## config.mk

```make
export PLATFORM = sky130hd
export DESIGN_NAME = shift_add_controller
export DESIGN_NICKNAME = d
export VERILOG_FILES = /design/src/rtl/shift_add_controller_pkg.sv /design/src/rtl/shift_add_controller_adder.sv /design/src/rtl/shift_add_controller.sv
export SDC_FILE = /design/constraint.sdc
export NUM_CORES = 1
export LEC_CHECK = 0
export CAP_MARGIN = 20
export CELL_PAD_IN_SITES_DETAIL_PLACEMENT = 1
export CELL_PAD_IN_SITES_GLOBAL_PLACEMENT = 1
export CORE_ASPECT_RATIO = 1.4
export CORE_MARGIN = 2
export CORE_UTILIZATION = 39
export DETAILED_ROUTE_END_ITERATION = 7
export PLACE_DENSITY = 0.86
export SLEW_MARGIN = 20
export SYNTH_ARGS = -nofsm -noshare
export SYNTH_HDL_FRONTEND = slang
export SYNTH_SLANG_ARGS = --single-unit
```

## constraint.sdc

```tcl
create_clock -name clk_i -period 2.1 [get_ports clk_i]
set_input_delay 0.21 -clock clk_i [delete_from_list [all_inputs] [get_ports clk_i]]
set_output_delay 0.21 -clock clk_i [all_outputs]
set_load 0.005 [all_outputs]
```

## src/rtl/shift_add_controller_pkg.sv

```systemverilog
// Shared definitions for the shift-and-add multiplier controller:
// FSM state encoding, operand/product widths and the iteration count.
package shift_add_controller_pkg;

  localparam int OP_WIDTH   = 4;
  localparam int PROD_WIDTH = 8;
  localparam int ITERATIONS = 4;
  localparam int CNT_W      = 2;

  typedef enum logic [1:0] {
    IDLE  = 2'd0,
    ADD   = 2'd1,
    SHIFT = 2'd2,
    DONE  = 2'd3
  } state_t;

endpackage

```

## src/rtl/shift_add_controller_adder.sv

```systemverilog
// Unsigned 4+4 -> 5-bit adder; the carry-out becomes the C bit of the
// partial-product accumulator.
module shift_add_controller_adder
  import shift_add_controller_pkg::*;
(
  input  logic [OP_WIDTH-1:0] a_i,
  input  logic [OP_WIDTH-1:0] b_i,
  output logic [OP_WIDTH:0]   sum_o
);

  assign sum_o = {1'b0, a_i} + {1'b0, b_i};

endmodule

```

## src/rtl/shift_add_controller.sv

```systemverilog
// Sequential 4x4 unsigned shift-and-add multiplier controller.
// One ADD/SHIFT pair per multiplier bit, then a single DONE cycle that
// presents the product and pulses pronto_o.
// Optional build macro: ZERO_SKIP_EN -- a zero operand at acceptance jumps
// straight to DONE with a zero product (one-cycle latency).
module shift_add_controller
  import shift_add_controller_pkg::*;
(
  input  logic                  clk_i,
  input  logic                  rst_i,
  input  logic                  start_i,
  input  logic [OP_WIDTH-1:0]   multiplicando_i,
  input  logic [OP_WIDTH-1:0]   multiplicador_i,
  output logic [PROD_WIDTH-1:0] produto_o,
  output logic                  pronto_o,
  output logic                  ocupado_o
);

  state_t                state_q;
  logic                  c_q;
  logic [OP_WIDTH-1:0]   a_q;
  logic [OP_WIDTH-1:0]   q_q;
  logic [OP_WIDTH-1:0]   m_q;
  logic [CNT_W-1:0]      cnt_q;
  logic [PROD_WIDTH-1:0] produto_q;
  logic                  pronto_q;
  logic                  ocupado_q;
  logic [OP_WIDTH:0]     sum_d;

  // C is always zero when ADD is entered (cleared on accept and by SHIFT),
  // so A+M through the adder is the full {C,A}+M.
  shift_add_controller_adder u_adder (
    .a_i   (a_q),
    .b_i   (m_q),
    .sum_o (sum_d)
  );

  // Controller FSM with datapath registers and registered outputs
  always_ff @(posedge clk_i) begin
    if (rst_i) begin
      state_q   <= IDLE;
      c_q       <= 1'b0;
      a_q       <= '0;
      q_q       <= '0;
      m_q       <= '0;
      cnt_q     <= '0;
      produto_q <= '0;
      pronto_q  <= 1'b0;
      ocupado_q <= 1'b0;
    end else begin
      case (state_q)
        IDLE: begin
          pronto_q <= 1'b0;
          if (start_i) begin
            m_q       <= multiplicando_i;
            q_q       <= multiplicador_i;
            c_q       <= 1'b0;
            a_q       <= '0;
            cnt_q     <= '0;
            ocupado_q <= 1'b1;
`ifdef ZERO_SKIP_EN
            if (multiplicando_i == '0 || multiplicador_i == '0) begin
              state_q   <= DONE;
              produto_q <= '0;
              pronto_q  <= 1'b1;
            end else begin
              state_q <= ADD;
            end
`else
            state_q <= ADD;
`endif
          end
        end
        ADD: begin
          if (q_q[0]) {c_q, a_q} <= sum_d;
          else        {c_q, a_q} <= {1'b0, a_q};
          state_q <= SHIFT;
        end
        SHIFT: begin
          {c_q, a_q, q_q} <= {1'b0, c_q, a_q, q_q[OP_WIDTH-1:1]};
          cnt_q           <= cnt_q + 1'b1;
          if (cnt_q == CNT_W'(ITERATIONS - 1)) begin
            // Capture the post-shift {A,Q} so DONE presents the final product
            produto_q <= {c_q, a_q, q_q[OP_WIDTH-1:1]};
            pronto_q  <= 1'b1;
            state_q   <= DONE;
          end else begin
            state_q <= ADD;
          end
        end
        DONE: begin
          pronto_q  <= 1'b0;
          ocupado_q <= 1'b0;
          state_q   <= IDLE;
        end
        default: state_q <= IDLE;
      endcase
    end
  end

  assign produto_o = produto_q;
  assign pronto_o  = pronto_q;
  assign ocupado_o = ocupado_q;

endmodule

```

==> results.cfg, run 1 <==
[sta]
period_share_pct = 88.3
clock.fmax_ghz = 0.540
skew_ns = 0.0102
slew_violations = 0
rsz0062_at_grt = no
setup_violations = 0
period_needed_ns = 1.85
worst_pin_slew_ns = 0.487
setup_tns_ns = 0
hold_viol = 0
slew_headroom_pct = 67.4

[route]
drt_iter0_drc = 7
drc = 0
wl_per_cell_um = 15.0
ant_nets = 0
via_count = 1155
first_pass_iters = 4
avgViaCountPerCell = 5.37
wl_mm = 3.22

[synth]
synth_nets = 177
synth_most_common_cell = nand2_1
ys_types = 31
synth_top_area_share_pct = 41.1
ys_warn_count = 0
syn_area_per_cell_um2 = 8.48
ys_top_cells_by_area = dfxtp_1 41%, ha_1 9.5%, nand2_1 8.6%, a21oi_1 8.0%, mux2i_1 3.8%
synthArstFlopShare_pct = 0
synth_area_leader_cell = dfxtp_1
netlist_instances = 155
synth-edff-count = 0
synth_commonest_cells = 30 x nand2_1, 27 x dfxtp_1, 21 x a21oi_1
synth_flop_cell = dfxtp_1
yosysSeqAreaShare_pct = 41.1
netlist_area_um2 = 1320
synth_seq_cells = 27

[grt]
track_usage_pct = 19.5
grt_pass1_vias = 1270
grt_pass1_wl_mm = 5.67
antenna_found_initial = 0
grt.overflow.total = 0
grt_max_degree = 28

[clock_tree]
clk_latency_ns = 0.28
cts_tree = done
cts_setup_buffers = 0
cts_resized = 0
root_buffer = clkbuf_8
clock_sinks = 27
cts.clk_slew.worst_paths_ns = 0.10
cts_made_buffers = 3
hold_buffers = 0
clock_path_buffers = 2
htree_num_levels = 1

[floorplan]
die_area_um2 = 3860
die_x_um = 53.1
start_util_pct = 41.3
ios = 21
core_um2 = 3180
die-height_um = 72.7
num_rows = 24

[job]
drv_cap = 0

[hold_path]
min_path_type = register to register

[setup_path]
cp.required_ns = 2.29
crit_arrival_ns = 2.04
startpoint_type = register
crit_path_end_kind = register
path_class = register to register
critPathMaxFanout = 7

[power_and_ir_drop]
powerDensity_nw_per_um2 = 800
peakVddDrop_uv = 390
leakage_nw = 0.578

[placement]
placed_area_um2 = 1550
hpwl_mm = 2.45
routabilityCongestion = 0.865
io_buffers = 20

[cells_and_area]
drive_above_1_share_pct = 5.68
finish.instance_area_um2 = 1600
syn_to_final_growth_pct = 21.8
insertedDiodeCount = 0
nNetsFinal = 199

[outcome]
status = complete, no violations
area by class of cell:
class,instances,area [µm²]
fillers,404,1580
multi-input cells,115,709
flip-flops and latches,27,541
repair buffers,24,230
well taps,39,48.8
clock buffers,3,41.3
inverters,6,22.5
clock inverters,1,8.76
worst paths after layout:
check	start	end	slack (ns)	depth (start not counted)
max	state_q[0]	a_q[3]	0.25	6
min	produto_o[2]	produto_o[2]	0.46	2
max reg2reg	state_q[0]	a_q[3]	0.25	6
min reg2reg	produto_o[2]	produto_o[2]	0.46	2
through the flow:
| stage | setup slack [ns] | power, W | hold WS, ns | cells | util [%] |
|---|---|---|---|---|---|
| floorplan | 0.314 | 0.000882 | 0.357 | 155 | - |
| global placement | 0.387 | 0.000943 | 0.442 | 211 | 48.7 |
| detailed placement | 0.286 | 0.000973 | 0.455 | 211 | 48.7 |
| CTS | 0.232 | 0.00129 | 0.470 | 215 | 50.3 |
| global route | 0.00738 | 0.00137 | 0.498 | 215 | 50.3 |
| finish | 0.247 | 0.00128 | 0.462 | 215 | 50.3 |
critical path, stage by stage, from the launching register on:
cell      delay, ns
dfxtp_1        0.40
inv_1          0.11
ha_1           0.23
nor2b_4        0.15
or3_1          0.46
mux2i_1        0.16
a311oi_1       0.25
per-layer routing:
| layer | track usage [%] | share of wire [%] | vias up |
|---|---|---|---|
| met4 | 7.98 | 2.2 | 0 |
| met5 | 0 | 0 | - |
| li1 | - | - | 578 |
| met1 | 22.5 | 42 | 550 |
| met2 | 35.4 | 54 | 20 |
| met3 | 2.05 | 2.0 | 7 |
cells in the final DEF, fill, tap and decap left out:
cell and n:
nand3b_1 1, clkdlybuf4s50_1 20, a211oi_1 5, xor2_1 1
mux2i_1 5, nor2b_4 1, or3_1 1, ha_1 10
nor2b_1 3, a211o_1 1, a21oi_1 21, o21a_1 1
and2_1 1, o21ai_0 5, nand4_1 1, a311oi_1 2
dfxtp_1 27, inv_6 1, nor2_1 10, a22o_1 1
nand2_1 30, nand3_1 8, o2111ai_1 1, a22oi_2 1
buf_4 4, nor3_1 2, nand2b_1 1, inv_1 6
a32oi_1 1, clkbuf_8 3, fa_1 1
flip-flops by register name, summed over array words and instances (netlist names):
register	flops
state_q	2
pronto_o	1
m_q	4
q_q	4
a_q	4
produto_o	8
cnt_q	2
ocupado_o	1
c_q	1
cells by family after synthesis:
| family | count (synthesis) | synth area share, % |
|---|---|---|
| xor+xnor | 1 | 0.666 |
| simple gates | 59 | 20.2 |
| compound gates | 39 | 18.3 |
| mux | 5 | 3.81 |
| buf+inv | 13 | 4.95 |
| fa+ha+maj | 11 | 11.0 |
| flops | 27 | 41.1 |
power breakdown:
| part | internal (W) | total (W) | switching [W] |
|---|---|---|---|
| Clock | 0.000140 | 0.000316 | 0.000176 |
| Combinational | 0.000149 | 0.000363 | 0.000213 |
| Sequential | 0.000560 | 0.000603 | 0.0000427 |
Note: power is estimated with default switching activity, not from simulation.
==> run 2: changes to the inputs <==
- CAP_MARGIN: 20 -> not set
- HOLD_SLACK_MARGIN: not set -> 0.02
==> results of run 2 <==
Final layout, timing and power as in run 1 (identical DEF).
